`config.mk`:
```
export PLATFORM = sky130hd
export DESIGN_NAME = ddr_frame_reader
export DESIGN_NICKNAME = d
export VERILOG_FILES = /design/src/rtl/ddr_reader_pkg.sv /design/src/rtl/pixel_mapper.sv /design/src/rtl/ddr_frame_reader.sv
export SDC_FILE = /design/constraint.sdc
export NUM_CORES = 1
export LEC_CHECK = 0
export CORE_ASPECT_RATIO = 1.4
export CORE_UTILIZATION = 39
export CTS_BUF_LIST = sky130_fd_sc_hd__clkbuf_2 sky130_fd_sc_hd__clkbuf_4 sky130_fd_sc_hd__clkbuf_8
export DETAILED_ROUTE_END_ITERATION = 8
export GPL_TIMING_DRIVEN = 0
export SLEW_MARGIN = 20
export SYNTH_ARGS = -nofsm -noshare
export SYNTH_HDL_FRONTEND = slang
export SYNTH_SLANG_ARGS = --single-unit
```
`constraint.sdc`:
```
create_clock -name clk -period 6.8 [get_ports clk]
set_clock_uncertainty 0.15 [all_clocks]
set_input_delay 2.04 -clock clk [delete_from_list [all_inputs] [get_ports clk]]
set_output_delay 2.04 -clock clk [all_outputs]
set_load 0.1 [all_outputs]
```
`src/rtl/ddr_reader_pkg.sv`:
```
// Shared types and constants for the DDR frame reader.
// Latency: n/a (types, constants and a pure helper function only).
// Backpressure: n/a.
package ddr_reader_pkg;

  // Controller states.
  typedef enum logic [1:0] {
    WAIT_CAL,
    IDLE,
    RUN,
    FLUSH
  } rd_state_t;

  // MIG user-port instruction encoding for a read.
  localparam logic [2:0] CMD_READ = 3'b001;

  // One DDR word carries one pixel's iteration count.
  localparam int BYTES_PER_WORD = 4;

  // Palette ROM shape. Red ramps with the index, green is the index
  // scrambled by a constant, and blue is the inverted ramp.
  localparam int         PAL_ENTRIES = 256;
  localparam logic [7:0] PAL_G_XOR   = 8'h5A;

  // Palette ROM contents as a pure function of the index.
  function automatic logic [23:0] palette_color(input logic [7:0] idx);
    return {idx, idx ^ PAL_G_XOR, ~idx};
  endfunction

endpackage

```
`src/rtl/pixel_mapper.sv`:
```
// Maps one DDR iteration word to an output pixel and holds the output register.
// Latency: 1 cycle push->pix_valid (2 with DDR_FRAME_READER_PALETTE_EN).
// Backpressure: can_push drops when the output stage(s) are full and pix_ready is low.
module pixel_mapper
  import ddr_reader_pkg::*;
#(
  parameter int DATA_W     = 32,
  parameter int PIX_W      = 24,
  parameter int ESCAPE_VAL = 255
) (
  input  logic              clk,
  input  logic              reset,
  input  logic              flush,
  input  logic              push,
  input  logic [DATA_W-1:0] word,
  input  logic              pix_ready,
  output logic              can_push,
  output logic [PIX_W-1:0]  pix_data,
  output logic              pix_valid
);

  logic is_escape;
  logic advance;

  assign is_escape = (word == DATA_W'(ESCAPE_VAL));
  // The output register may take new data when it is empty or being drained.
  assign advance   = !pix_valid || pix_ready;

`ifdef DDR_FRAME_READER_PALETTE_EN

  logic        s1_valid;
  logic        s1_escape;
  logic [23:0] s1_color;

  // Stage 1 can refill whenever it is empty or about to move forward.
  assign can_push = !s1_valid || advance;

  // Stage 1: registered palette lookup plus the escape flag.
  always_ff @(posedge clk or posedge reset) begin
    if (reset) begin
      s1_valid  <= 1'b0;
      s1_escape <= 1'b0;
      s1_color  <= '0;
    end else if (flush) begin
      s1_valid  <= 1'b0;
    end else if (push) begin
      s1_valid  <= 1'b1;
      s1_escape <= is_escape;
      s1_color  <= palette_color(word[7:0]);
    end else if (advance) begin
      s1_valid  <= 1'b0;
    end
  end

  // Stage 2: output register, escape forces black.
  always_ff @(posedge clk or posedge reset) begin
    if (reset) begin
      pix_valid <= 1'b0;
      pix_data  <= '0;
    end else if (flush) begin
      pix_valid <= 1'b0;
    end else if (advance) begin
      pix_valid <= s1_valid;
      if (s1_valid) begin
        pix_data <= s1_escape ? '0 : PIX_W'(s1_color);
      end
    end
  end

`else

  assign can_push = advance;

  // Output register: escape value is black, everything else white.
  always_ff @(posedge clk or posedge reset) begin
    if (reset) begin
      pix_valid <= 1'b0;
      pix_data  <= '0;
    end else if (flush) begin
      pix_valid <= 1'b0;
    end else if (push) begin
      pix_valid <= 1'b1;
      pix_data  <= is_escape ? '0 : '1;
    end else if (pix_ready) begin
      pix_valid <= 1'b0;
    end
  end

`endif

endmodule

```
`src/rtl/ddr_frame_reader.sv`:
```
// Streams one frame of DDR iteration words through the MIG read port as pixels.
// Latency: 1 cycle rd_en->pix_valid (2 with DDR_FRAME_READER_PALETTE_EN).
// Backpressure: pix_ready low stalls rd_en; command issue is limited by read-FIFO credit.
module ddr_frame_reader
  import ddr_reader_pkg::*;
#(
  parameter int                ADDR_W     = 30,
  parameter int                DATA_W     = 32,
  parameter int                PIX_W      = 24,
  parameter int                CNT_W      = 21,
  parameter int                MAX_BURST  = 64,
  parameter int                RD_DEPTH   = 64,
  parameter logic [ADDR_W-1:0] BASE0      = '0,
  parameter logic [ADDR_W-1:0] BASE1      = ADDR_W'(32'h0050_0000),
  parameter int                ESCAPE_VAL = 255
) (
  input  logic              clk,
  input  logic              reset,
  input  logic              mem_calib_done,
  input  logic              frame_start,
  input  logic              base_select,
  input  logic [CNT_W-1:0]  frame_pixels,
  output logic              cmd_en,
  output logic [2:0]        cmd_instr,
  output logic [5:0]        cmd_bl,
  output logic [ADDR_W-1:0] cmd_byte_addr,
  input  logic              cmd_full,
  output logic              rd_en,
  input  logic [DATA_W-1:0] rd_data,
  input  logic              rd_empty,
  output logic [PIX_W-1:0]  pix_data,
  output logic              pix_valid,
  input  logic              pix_ready,
  output logic              frame_done,
  output logic              busy
);

  // Outstanding words never exceed RD_DEPTH, so one extra bit holds the full count.
  localparam int OUT_W = $clog2(RD_DEPTH) + 1;

  logic              cal_s1;
  logic              cal_s2;
  rd_state_t         state;
  rd_state_t         state_nxt;

  logic [ADDR_W-1:0] base;
  logic [CNT_W-1:0]  ptr;
  logic [CNT_W-1:0]  remaining_cmd;
  logic [CNT_W-1:0]  remaining_pix;
  logic [CNT_W-1:0]  burst_len;
  logic [OUT_W-1:0]  outstanding;
  logic [OUT_W-1:0]  out_inc;
  logic [OUT_W-1:0]  out_dec;

  // Frame parameters captured on an abort, applied once the flush drains.
  logic              rs_sel;
  logic [CNT_W-1:0]  rs_pix;
  logic              restart_sel;
  logic [CNT_W-1:0]  restart_pix;

  logic              issue;
  logic              accept;
  logic              start_go;
  logic              start_zero;
  logic              abort;
  logic              last_acc;
  logic              flush_done;
  logic              restart_go;
  logic              restart_zero;
  logic              can_push;
  logic              push;
  logic              flush;

  assign cmd_instr = CMD_READ;

  // A restart request arriving in the same cycle the flush drains still wins.
  assign restart_sel  = frame_start ? base_select  : rs_sel;
  assign restart_pix  = frame_start ? frame_pixels : rs_pix;

  assign start_go     = (state == IDLE) && frame_start && (frame_pixels != '0);
  assign start_zero   = (state == IDLE) && frame_start && (frame_pixels == '0);
  assign abort        = (state == RUN)  && frame_start;
  assign accept       = pix_valid && pix_ready;
  assign last_acc     = (state == RUN) && !frame_start && accept && (remaining_pix == CNT_W'(1));
  assign flush_done   = (state == FLUSH) && (outstanding == '0);
  assign restart_go   = flush_done && (restart_pix != '0);
  assign restart_zero = flush_done && (restart_pix == '0);

  // Next burst is a full MAX_BURST except for the frame's tail.
  assign burst_len = (remaining_cmd > CNT_W'(MAX_BURST)) ? CNT_W'(MAX_BURST) : remaining_cmd;

  // Only issue when the whole burst is guaranteed room in the MIG read FIFO.
  assign issue = (state == RUN) && !frame_start && (remaining_cmd != '0) && !cmd_full &&
                 !cmd_en && ((32'(outstanding) + 32'(burst_len)) <= 32'(RD_DEPTH));

  // In RUN pop only into free output space; in FLUSH discard as fast as data arrives.
  assign rd_en = !rd_empty && (outstanding != '0) &&
                 (((state == RUN) && !frame_start && can_push) || (state == FLUSH));

  assign push  = rd_en && (state == RUN);
  assign flush = abort || (state == FLUSH);

  assign out_inc = issue ? OUT_W'(burst_len) : '0;
  assign out_dec = rd_en ? OUT_W'(1) : '0;

  // Two-flop synchroniser for the asynchronous calibration flag.
  always_ff @(posedge clk or posedge reset) begin
    if (reset) begin
      cal_s1 <= 1'b0;
      cal_s2 <= 1'b0;
    end else begin
      cal_s1 <= mem_calib_done;
      cal_s2 <= cal_s1;
    end
  end

  // State register.
  always_ff @(posedge clk or posedge reset) begin
    if (reset) begin
      state <= WAIT_CAL;
    end else begin
      state <= state_nxt;
    end
  end

  // Next-state logic and the busy flag.
  always_comb begin
    state_nxt = state;
    busy      = 1'b0;
    case (state)
      WAIT_CAL: begin
        if (cal_s2) state_nxt = IDLE;
      end
      IDLE: begin
        if (start_go) state_nxt = RUN;
      end
      RUN: begin
        busy = 1'b1;
        if (frame_start)   state_nxt = FLUSH;
        else if (last_acc) state_nxt = IDLE;
      end
      FLUSH: begin
        busy = 1'b1;
        if (flush_done) state_nxt = restart_go ? RUN : IDLE;
      end
      default: state_nxt = WAIT_CAL;
    endcase
  end

  // Frame bookkeeping: base, word pointer and the two remaining counters.
  always_ff @(posedge clk or posedge reset) begin
    if (reset) begin
      base          <= '0;
      ptr           <= '0;
      remaining_cmd <= '0;
      remaining_pix <= '0;
    end else if (start_go) begin
      base          <= base_select ? BASE1 : BASE0;
      ptr           <= '0;
      remaining_cmd <= frame_pixels;
      remaining_pix <= frame_pixels;
    end else if (restart_go) begin
      base          <= restart_sel ? BASE1 : BASE0;
      ptr           <= '0;
      remaining_cmd <= restart_pix;
      remaining_pix <= restart_pix;
    end else begin
      if (issue) begin
        ptr           <= ptr + burst_len;
        remaining_cmd <= remaining_cmd - burst_len;
      end
      if ((state == RUN) && accept) begin
        remaining_pix <= remaining_pix - CNT_W'(1);
      end
    end
  end

  // Capture restart parameters on an abort; later requests during the flush overwrite them.
  always_ff @(posedge clk or posedge reset) begin
    if (reset) begin
      rs_sel <= 1'b0;
      rs_pix <= '0;
    end else if (frame_start && ((state == RUN) || (state == FLUSH))) begin
      rs_sel <= base_select;
      rs_pix <= frame_pixels;
    end
  end

  // Words requested from DDR but not yet popped from the read FIFO.
  always_ff @(posedge clk or posedge reset) begin
    if (reset) begin
      outstanding <= '0;
    end else begin
      outstanding <= outstanding + out_inc - out_dec;
    end
  end

  // Command port: one-cycle strobe with length and address held until the next issue.
  always_ff @(posedge clk or posedge reset) begin
    if (reset) begin
      cmd_en        <= 1'b0;
      cmd_bl        <= '0;
      cmd_byte_addr <= '0;
    end else begin
      cmd_en <= issue;
      if (issue) begin
        cmd_bl        <= 6'(burst_len - CNT_W'(1));
        cmd_byte_addr <= base + ADDR_W'(ptr) * ADDR_W'(BYTES_PER_WORD);
      end
    end
  end

  // Completion pulse: last pixel accepted, or an empty frame requested.
  always_ff @(posedge clk or posedge reset) begin
    if (reset) begin
      frame_done <= 1'b0;
    end else begin
      frame_done <= start_zero || last_acc || restart_zero;
    end
  end

  pixel_mapper #(
    .DATA_W     (DATA_W),
    .PIX_W      (PIX_W),
    .ESCAPE_VAL (ESCAPE_VAL)
  ) u_mapper (
    .clk       (clk),
    .reset     (reset),
    .flush     (flush),
    .push      (push),
    .word      (rd_data),
    .pix_ready (pix_ready),
    .can_push  (can_push),
    .pix_data  (pix_data),
    .pix_valid (pix_valid)
  );

endmodule
```
## Yosys cells after proc, flatten, opt, wreduce, memory -nomap -nowiden

Index checks and enable logic that the tools add are counted.

| storage, ports and cells | value |
|---|---|
| flip-flop bits (word level) | 189 |
| bits in latches | 0 |
| bits in writable memories | 0 |
| ROM bits | 0 |
| bits of input ports | 61 |
| output and inout bits | 68 |
| word-level logic and storage cells | 113 |
| memories | 0 |

| cells by class | value |
|---|---|
| add/subtract/negate cells | 8 |
| $mul | 0 |
| divide/modulo/power cells | 0 |
| order comparisons | 2 |
| equal/unequal tests | 9 |
| shifts and indexed selects | 0 |
| muxes and demuxes | 30 |
| bitwise operators | 1 |
| reductions and logical operators | 47 |

Operator list:

| operator | number |
|---|---|
| $mux 21 | 11 |
| $reduce_bool 21->1 | 3 |
| $mux 30 | 2 |
| $mux 23 | 2 |
| $logic_not 21->1 | 2 |
| $eq 32x8->1 const B | 1 |
| $add 30x23->30 | 1 |
| $mux 24 | 1 |
| $add 7x21->22 | 1 |
| $le 22x7->1 const B | 1 |
| $add 21x21->21 | 1 |
| $eq 21x1->1 const B | 1 |
| $gt 21x7->1 const B | 1 |
| $logic_and 1x1->1 | 21 |
| $sub 21x1->21 const B | 1 |
| $sub 21x21->21 | 1 |
| $mux 2 | 6 |
| $reduce_bool 3->1 | 3 |
| $pmux 2 s4 | 1 |
| $add 7x7->7 | 1 |
| $logic_not 7->1 | 1 |
| $mux 7 | 1 |
| $reduce_bool 7->1 | 1 |
| $sub 7x1->7 | 1 |
| 14 further kinds | 31 |

## Logic depth before layout (Yosys ltp)

Gate-level depths: netlist of run 1.

| depth | value |
|---|---|
| depth in word-level cells | 9 |
| depth in mapped cells | 28 |
| gate-level depth less buffers | 27 |

## Hierarchy

From an unflattened synthesis of run 1, not the netlist that was laid out.

| unflattened totals | value |
|---|---|
| cells, all modules | 985 |
| area total of the unflattened synthesis | 8,664.6 sq um |

By module, submodules not included:

| module | instances | cells an instance | area each (sq um) | seq. area each (sq um) |
|---|---|---|---|---|
| ddr_frame_reader | 1 | 942 | 8,328.0 | 3,178.0 |
| pixel_mapper | 1 | 43 | 336.6 | 50.0 |

## Worst setup path after synthesis of run 1

OpenSTA, ideal clock, no wires.

| path | value |
|---|---|
| kind | in2out |
| from | in pix_ready |
| to | out rd_en |
| arrival time | 3.948 ns |
| required time | 4.610 ns |
| path slack | 0.662 ns |
| cell stages on the path | 4 |
| buffers on the path | 0 |
| cells stage by stage | nor2b_1 > o21ai_0 > nand3b_1 > a31oi_1 |

| between the ends | value |
|---|---|
| longest elaborated chain between the ends | 4 |

Ends and longest elaborated chain:

| element | line | RTL |
|---|---|---|
| from (decl) | ddr_frame_reader.sv:33 | `input logic pix_ready,` |
| $logic_or 1x1->1 | pixel_mapper.sv:27 | `assign advance = !pix_valid \|\| pix_ready;` |
| $logic_and 1x1->1 | ddr_frame_reader.sv:98 | `(((state == RUN) && !frame_start && can_push) \|\| (state == FLUSH));` |
| $logic_or 1x1->1 | ddr_frame_reader.sv:98 |  |
| $logic_and 1x1->1 | ddr_frame_reader.sv:97 | `assign rd_en = !rd_empty && (outstanding != '0) &&` |
| to (decl) | ddr_frame_reader.sv:28 | `output logic rd_en,` |

Every way passes these cells.

## Worst setup path in the final report of run 1

| path | value |
|---|---|
| from | reg remaining_cmd[12] |
| to | reg outstanding[6] |

| between the ends | value |
|---|---|
| longest elaborated chain between the ends | 8 |
| elaborated cells on any way between the ends | 12 |
| classes of those cells | 3 x add/sub; 2 x order compare; 2 x mux; 5 x reduce/logical |

Ends and longest elaborated chain:

| element | line | RTL |
|---|---|---|
| from (decl) | ddr_frame_reader.sv:48 | `logic [CNT_W-1:0] remaining_cmd;` |
| from (signal assigned) | ddr_frame_reader.sv:160 | `remaining_cmd <= frame_pixels;` |
| from (signal assigned) | ddr_frame_reader.sv:165 | `remaining_cmd <= restart_pix;` |
| from (signal assigned) | ddr_frame_reader.sv:170 | `remaining_cmd <= remaining_cmd - burst_len;` |
| $gt 21x7->1 or $reduce_bool 21->1 (tied branches) | ddr_frame_reader.sv:90, ddr_frame_reader.sv:93 |  |
| $mux 21 or $logic_and 1x1->1 (tied branches) | ddr_frame_reader.sv:90, ddr_frame_reader.sv:93 |  |
| $add 7x21->22 or $logic_and 1x1->1 (tied branches) | ddr_frame_reader.sv:94, ddr_frame_reader.sv:93 |  |
| $le 22x7->1 or $logic_and 1x1->1 (tied branches) | ddr_frame_reader.sv:94, ddr_frame_reader.sv:93 |  |
| $logic_and 1x1->1 | ddr_frame_reader.sv:94 | `!cmd_en && ((32'(outstanding) + 32'(burst_len)) <= 32'(RD_DEPTH));` |
| $mux 7 * | ddr_frame_reader.sv:103 | `assign out_inc = issue ? OUT_W'(burst_len) : '0;` |
| $add 7x7->7 * | ddr_frame_reader.sv:194 | `outstanding <= outstanding + out_inc - out_dec;` |
| $sub 7x1->7 * | ddr_frame_reader.sv:194 |  |
| to (signal assigned) | ddr_frame_reader.sv:194 |  |
| to (decl) | ddr_frame_reader.sv:51 | `logic [OUT_W-1:0] outstanding;` |

Every way passes the cells marked *; elsewhere a longest branch is shown, timed or not.
A chain may end at the register's enable or synchronous reset.

==> reports/summary.log, run 1 <==
qor: timing.finalHoldViolCount 0
qor: place.half_perimeter_wire_length_after_placement 19.8 mm
qor: layout.syn_to_final_growth 25.4%
qor: layout.final_net_count 1253
qor: route.detail-route-antenna-nets 0
qor: global_route.antenna_found_initial 0
qor: route.routed_via_density 5.51
qor: route.drc 0
qor: timing.max_slew_margin 31.6%
qor: route.initialDrtViolationCount 504
qor: power_and_ir_drop.power-per-cell-area 451 nW/µm²
qor: place.port-buffer-count 117
qor: timing.max_freq 155 MHz
qor: timing.hold_ws 0.208 ns
qor: route.drt-total-wl 25.8 mm
qor: yosys.synth.distinct_cells 80
qor: place.dp.cells 1422
qor: yosys.ys_seq_elements 129
qor: power_and_ir_drop.max-vdd-ir-drop 0.253 mV
qor: hold_path.hold_path_class reg2reg
qor: cts.clk_root_buffer_cell sky130_fd_sc_hd__clkbuf_8
qor: layout.antenna_cells 0
qor: cts.cts_num_sinks 129
qor: timing.part_of_the_cycle_the_worst_path_needs 95.0%
qor: timing.max_slew.worst_pin.slew 1.03 ns
qor: global_route.grt_use_total 23.6%
qor: yosys.synthTopCellsByArea sky130_fd_sc_hd__dfrtp_1 37%, sky130_fd_sc_hd__ha_1 6.6%, sky130_fd_sc_hd__nand2_1 5.7%
qor: yosys.syn_area_per_cell 8.82 µm²
qor: power_and_ir_drop.intPower 0.00244 W
qor: critical_path.timing.setup.critical_path_class reg2reg
qor: layout.layout-drive-gt1-share 12.5%
qor: cts.clk_path_buf_depth 2
qor: yosys.synth_edf_count 0
qor: power_and_ir_drop.netSwitchingFraction 50.2%
qor: critical_path.crit_path_start_kind register
qor: timing.finalSetupViolCount 0
qor: cts.cts-htree-levels 4
qor: yosys.ys_seq_area_share 37.2%
qor: global_route.grt_pass1_wl 41.2 mm
qor: floorplan.die_x 128 µm
qor: route.firstDrtPassIters 5
qor: floorplan.start_util 39.7%
qor: timing.period_minus_slack 6.46 ns
qor: yosys.dominantRegCellSynth sky130_fd_sc_hd__dfrtp_1
qor: layout.final_cells 1455
qor: yosys.ys_warn_count 0
qor: job.count_of_max_cap_constraint_violations 0
qor: power_and_ir_drop.power 0.00490 W
qor: yosys.async_flop_share 100%
qor: power_and_ir_drop.relative_contribution_of_combinational_cells_to_total_power 55.7%
qor: floorplan.core-area 21900 µm²
qor: yosys.synth_top_area_share 37.2%
qor: yosys.syn_area 8670 µm²
qor: cts.clock_tree_from_tritoncts done
qor: yosys.postSynthCellCount 984
qor: floorplan.count_of_pins_on_the_block_boundary 129
qor: floorplan.floorplan.rows 64
qor: cts.cts.clk_slew.worst_paths 0.08 ns
qor: critical_path.critical_path_peak_fanout 10
qor: route.detail_route.wl_per_cell 17.8 µm
qor: global_route.overflow 0
qor: layout.layout_commonest_cell sky130_fd_sc_hd__nand2_1
qor: power_and_ir_drop.p_sw 0.00246 W
qor: power_and_ir_drop.static-leakage-power 4.71 nW
qor: cts.cts-buffers-inserted 17
qor: layout.final_cell_mix 131 x sky130_fd_sc_hd__nand2_1, 129 x sky130_fd_sc_hd__dfrtp_1, 116 x sky130_fd_sc_hd__clkdlybuf4s50_1
qor: status.status finished, final reports clean
qor: power_and_ir_drop.clkPwrFrac 16.1%
qor: global_route.grt_pass1_vias 7828
qor: route.routed-via-count 8023
qor: power_and_ir_drop.power_share_of_the_sequential_group 28.2%
qor: timing.fin_tns_setup 0 ns
qor: critical_path.worst_ep_arrival_time 6.69 ns
qor: global_route.pin_count_of_the_biggest_net_entering_global_routing 75
qor: timing.final-max-slew-violation-count 0
qor: critical_path.worst-endpoint-required 7.03 ns
qor: timing.rsz0062_at_grt true
qor: floorplan.die-height 178 µm
qor: yosys.netlist.top_cell.by_area sky130_fd_sc_hd__dfrtp_1
qor: cts.clock_latency 0.47 ns
qor: floorplan.die-area 22900 µm²
qor: place.gp_congestion 0.905
qor: critical_path.timing.critical_path.to_type register
state kept, by name, indices dropped and copies added (netlist names):
register,cells
remaining_pix,21
cmd_byte_addr,22
remaining_cmd,21
state,2
base,1
rs_sel,1
u_mapper.pix_data,1
cmd_bl,6
cal_s1,1
cmd_en,1
rs_pix,21
frame_done,1
cal_s2,1
outstanding,7
ptr,21
u_mapper.pix_valid,1
critical path, stage by stage, from the launching register on:
cell	delay, ns
sky130_fd_sc_hd__dfrtp_1	0.46
sky130_fd_sc_hd__or4_4	0.62
sky130_fd_sc_hd__or3_2	0.52
sky130_fd_sc_hd__a2111oi_4	0.44
sky130_fd_sc_hd__and2_0	0.19
sky130_fd_sc_hd__clkbuf_2	0.19
sky130_fd_sc_hd__ha_1	0.34
sky130_fd_sc_hd__a21o_1	0.19
sky130_fd_sc_hd__a21o_1	0.19
sky130_fd_sc_hd__a41oi_1	0.18
sky130_fd_sc_hd__mux2_2	0.19
sky130_fd_sc_hd__o211ai_2	0.14
sky130_fd_sc_hd__a21o_2	0.30
sky130_fd_sc_hd__inv_2	0.09
sky130_fd_sc_hd__clkbuf_4	0.26
sky130_fd_sc_hd__nand2_1	0.11
sky130_fd_sc_hd__ha_1	0.28
sky130_fd_sc_hd__inv_1	0.04
sky130_fd_sc_hd__ha_1	0.18
sky130_fd_sc_hd__inv_1	0.07
sky130_fd_sc_hd__fa_1	0.21
sky130_fd_sc_hd__inv_1	0.05
sky130_fd_sc_hd__a21o_1	0.17
sky130_fd_sc_hd__a21oi_1	0.25
sky130_fd_sc_hd__o21bai_1	0.10
sky130_fd_sc_hd__a21oi_1	0.18
sky130_fd_sc_hd__xnor2_1	0.16
sky130_fd_sc_hd__xnor2_1	0.13
cell type report:
cell class / count / area (µm²)
plain buffers: 77 / 465
clock buffers: 19 / 255
clock inverters: 13 / 210
fillers: 2121 / 11000
inverters: 45 / 176
multi-input cells: 756 / 4970
flip-flops and latches: 129 / 3230
well taps: 297 / 372
repair buffers: 119 / 1210
cells in the mapped netlist (all sizes together) (9+ instances only):
library cell    n
nand2         131
o21ai          67
a211oi          9
mux2           28
nand3          38
o21a            9
nor4           22
a21o           15
nor3           34
nor2           49
or3            12
buf            52
inv            45
ha             46
a21oi          51
a31oi          16
dfrtp         129
a2bb2oi        10
xnor2          29
o22ai          21
clkbuf         25
xor2           13
what timing repair did:
item                                    in CTS  in global routing
buffers inserted                             0                  1
gates cloned                                 0                  0
gates resized for setup                      1                  9
endpoints found under the setup margin       1                  3
pin swaps                                    0                  1
hold buffers                                 0                  0
per-stage QoR:
step                      setup WS [ns]  instance area (µm²)  util (%)
after floorplan                   0.662                 8760         -
after global placement            -1.00                10300      47.1
after detailed placement        -0.0247                10300      47.3
after CTS                       0.00448                10800      49.5
after global routing            -0.0728                10900      49.8
final                             0.343                10900      49.8
path summary, 6_finish.rpt:
| check | start | endpoint | slack [ns] | cells after the start |
|---|---|---|---|---|
| worst max register to register | remaining_cmd[12] | outstanding[6] | 0.34 | 27 |
| worst max-delay path | remaining_cmd[12] | outstanding[6] | 0.34 | 27 |
| worst min register to register | cal_s1 | cal_s2 | 0.21 | 0 |
| max in group asynchronous | reset | remaining_pix[12] | 3.92 | 3 |
| min in group asynchronous | reset | u_mapper.pix_data[22] | 1.88 | 2 |
| worst min-delay path | cal_s1 | cal_s2 | 0.21 | 0 |
power groups by stage:
stage                     registers (W)  logic, W  clock network (W)
after floorplan                 0.00159   0.00185                  0
after global placement          0.00137   0.00268                  0
after detailed placement        0.00138   0.00271                  0
after CTS                       0.00137   0.00272           0.000801
after global routing            0.00142   0.00294           0.000835
final                           0.00138   0.00273           0.000790
per-layer routing:
metal,vias up,GRT usage [%],part of all wire (%)
met2,269,43.6,52
met5,-,0,0
li1,3887,-,-
met3,60,3.57,4.4
met4,0,9.95,3.2
met1,3807,26.6,41
cell families (layout without fill, tap and decap cells):
family                     after synthesis  count (layout)  synth area share [%]
buffers and inverters                  122             273                  7.27
other                                    2              25                0.0866
DFF                                    129             129                  37.2
adders and majority gates               48              48                  6.98
xor gates and xnor gates                42              42                  4.24
and+or+nand+nor                        333             333                  18.6
AOI/OAI and AO/OA                      272             272                  21.1
muxes                                   36              36                  4.56
No activity file was read; power rests on OpenSTA's default activity.
==> inputs of run 2 (changes only) <==
Settings changed: CAP_MARGIN set to 25, CTS_CLUSTER_DIAMETER set to 100.
==> run 2 against run 1 <==
Effect of this change:
- cell area shrank 0.92%
- power is 3.2% lower
- sequential cell count unchanged
- utilization is 0.46 points lower
- final cell count up 0.21%
- first-iteration DRC count down 13%
- wire length is 0.36% higher
- non-clock buffer count grew 3
- setup slack got worse by 0.045 ns
- die area unchanged
- worst hold slack worse by 0.0056 ns
- critical endpoint unchanged
==> reports/summary.log, run 2 (synthesized netlist as in run 1, its figures left out) <==
qor: status.status finished, final reports clean
qor: critical_path.timing.setup.critical_path_class reg2reg
qor: critical_path.worst-endpoint-required 7.04 ns [about the same]
qor: cts.clock_tree_from_tritoncts done
qor: global_route.pin_count_of_the_biggest_net_entering_global_routing 75 [unchanged]
qor: floorplan.start_util 39.7% [unchanged]
qor: layout.layout-drive-gt1-share 12.5% [-0.032 points]
qor: route.firstDrtPassIters 5 [unchanged]
qor: cts.clk_path_buf_depth 2 [unchanged]
qor: global_route.grt_pass1_vias 7829 [+0.013%]
qor: critical_path.critical_path_peak_fanout 10 [unchanged]
qor: place.port-buffer-count 117 [unchanged]
qor: floorplan.floorplan.rows 64 [unchanged]
qor: power_and_ir_drop.max-vdd-ir-drop 0.254 mV [+0.36%]
qor: place.dp_slack -0.0358 ns [-0.0111 ns]
qor: critical_path.timing.critical_path.to_type register
qor: global_route.grt_pass1_wl 41.4 mm [+0.42%]
qor: critical_path.critical_path.max_stage_delay 0.62 ns [about the same]
qor: place.dp.cells 1425 [+0.21%]
qor: cts.cts.clk_slew.worst_paths 0.08 ns [about the same]
qor: power_and_ir_drop.power 0.00475 W [-3.2%]
qor: cts.cts_num_sinks 129 [unchanged]
qor: route.detail_route.wl_per_cell 17.8 µm [+0.15%]
qor: global_route.antenna_found_initial 0 [unchanged]
qor: timing.max_slew.worst_pin.slew 1.04 ns [+0.00938 ns]
qor: power_and_ir_drop.static-leakage-power 4.67 nW [-0.84%]
qor: layout.final_cells 1458 [+0.21%]
qor: floorplan.core-area 21900 µm² [unchanged]
qor: critical_path.crit_path_start_kind register
qor: critical_path.worst_ep_arrival_time 6.75 ns [+0.06 ns]
qor: global_route.grt_use_total 23.7% [+0.12 points]
qor: timing.finalHoldViolCount 0 [unchanged]
qor: timing.fin_tns_setup 0 ns [unchanged]
qor: floorplan.die-height 178 µm [unchanged]
qor: place.half_perimeter_wire_length_after_placement 19.9 mm [+0.15%]
qor: route.routed-via-count 8037 [+0.17%]
qor: route.drc 0 [unchanged]
qor: layout.number_of_filler_cells_placed_in_the_layout 2146 [+1.2%]
qor: route.routed_via_density 5.51 [about the same]
qor: critical_path.critPathSlowestCell sky130_fd_sc_hd__or4_4
qor: layout.flip_flop_count_of_the_largest_register_all_copies_and_words_added 22 [unchanged]
qor: timing.max_slew_margin 30.9% [-0.63 points]
qor: power_and_ir_drop.power-per-cell-area 440 nW/µm² [-2.3%]
qor: hold_path.hold_path_class reg2reg
qor: layout.layout_commonest_cell sky130_fd_sc_hd__nand2_1
qor: route.initialDrtViolationCount 440 [-13%]
qor: layout.antenna_cells 0 [unchanged]
qor: floorplan.die-area 22900 µm² [unchanged]
qor: place.gp_congestion 0.905 [unchanged]
qor: floorplan.count_of_pins_on_the_block_boundary 129 [unchanged]
qor: layout.final_cell_mix 131 x sky130_fd_sc_hd__nand2_1, 129 x sky130_fd_sc_hd__dfrtp_1, 116 x sky130_fd_sc_hd__clkdlybuf4s50_1
qor: timing.finalSetupViolCount 0 [unchanged]
qor: job.count_of_max_cap_constraint_violations 0 [unchanged]
qor: cts.postCtsHoldBufs 0 [unchanged]
qor: layout.syn_to_final_growth 24.3%
qor: timing.part_of_the_cycle_the_worst_path_needs 95.6% [+0.66 points]
qor: timing.final-max-slew-violation-count 0 [unchanged]
qor: route.drt-total-wl 25.9 mm [+0.36%]
qor: cts.clk_root_buffer_cell sky130_fd_sc_hd__clkbuf_8
qor: timing.period_minus_slack 6.50 ns [+0.0451 ns]
qor: layout.final_net_count 1256 [+0.24%]
qor: route.detail-route-antenna-nets 0 [unchanged]
qor: cts.cts-buffers-inserted 17 [unchanged]
qor: floorplan.die_x 128 µm [unchanged]
qor: timing.postLayoutSetupSlackWorst 0.297 ns [-0.0451 ns]
qor: cts.cts-htree-levels 4 [unchanged]
qor: global_route.overflow 0 [unchanged]
qor: cts.clock_latency 0.47 ns [about the same]
qor: timing.max_freq 154 MHz [-0.69%]
qor: layout.registers.top_by_ff_count cmd_byte_addr
==> run 2: cell count changes in the layout (fill, tap and decap cells not counted), moves of 2 or more <==
cell / previous run / this run
sky130_fd_sc_hd__nor4_1: 19 / 21
sky130_fd_sc_hd__nor4_2: 2 / 0
sky130_fd_sc_hd__clkinv_2: 2 / 4
sky130_fd_sc_hd__buf_2: 8 / 10
sky130_fd_sc_hd__bufinv_16: 5 / 1
sky130_fd_sc_hd__clkinv_4: 4 / 2
sky130_fd_sc_hd__clkinvlp_4: 2 / 5
==> run 2: path summary, 6_finish.rpt <==
kind	start	end	slack, ns	depth (start not counted)
max	remaining_cmd[12]	outstanding[6]	0.30	27
min	cal_s1	cal_s2	0.20	0
min reg2reg	cal_s1	cal_s2	0.20	0
max reg2reg	remaining_cmd[12]	outstanding[6]	0.30	27
min in group asynchronous	reset	u_mapper.pix_data[22]	1.89	2
max in group asynchronous	reset	ptr[16]	3.94	3
==> run 2: final cells by class <==
class                   instances  area (µm²)  share of cell area [%]
flip-flops and latches        129        3230                    29.9
inverters                      45         176                    1.64
plain buffers                  77         465                    4.32
well taps                     297         372                    3.45
multi-input cells             756        4940                    45.8
repair buffers                122        1230                    11.4
clock inverters                13         114                    1.06
clock buffers                  19         255                    2.37
==> run 2: per-layer routing <==
metal	routed length (µm)	track usage, %	vias up	share of wire, %
met1	10500	26.6	3844	40
li1	-	-	3877	-
met5	0	0	-	0
met4	949	10.6	0	3.7
met2	13300	43.4	254	51
met3	1200	4.02	62	4.6
==> run 2: worst max-delay path: cells and delay by family (launching register included) <==
family | cells | cell delay [ns]
simple gates | 5 | 1.67
compound gates | 9 | 1.93
xor+xnor | 3 | 0.48
fa+ha+maj | 4 | 1.01
flops | 1 | 0.47
buf+inv | 6 | 0.71
==> run 2: report_power, final <==
group	switching, W	total, W	leakage, nW	internal (W)
clock	0.000339	0.000640	0.177	0.000301
sequential	0.000322	0.00138	1.62	0.00106
combinational	0.00179	0.00273	2.88	0.000937
==> run 2: through the flow <==
stage / hold slack (ns) / util [%] / area [µm²]
finish: 0.202 / 49.3 / 10800
global route: 0.228 / 49.3 / 10800
CTS: 0.206 / 49.2 / 10700
detailed placement: 0.189 / 47.4 / 10400
global placement: 0.183 / 47.1 / 10300
floorplan: 0.181 / - / 8760
==> run 2: repair_timing <==
item,in CTS,in global routing
setup buffers,0,1
setup endpoints to repair,1,3
resized for setup,1,8
pin swaps,0,1
==> inputs of run 3 (changes only) <==
Settings changed: TNS_END_PERCENT set to 5.
==> results of run 3 <==
Final layout, timing and power as in run 2 (identical DEF).
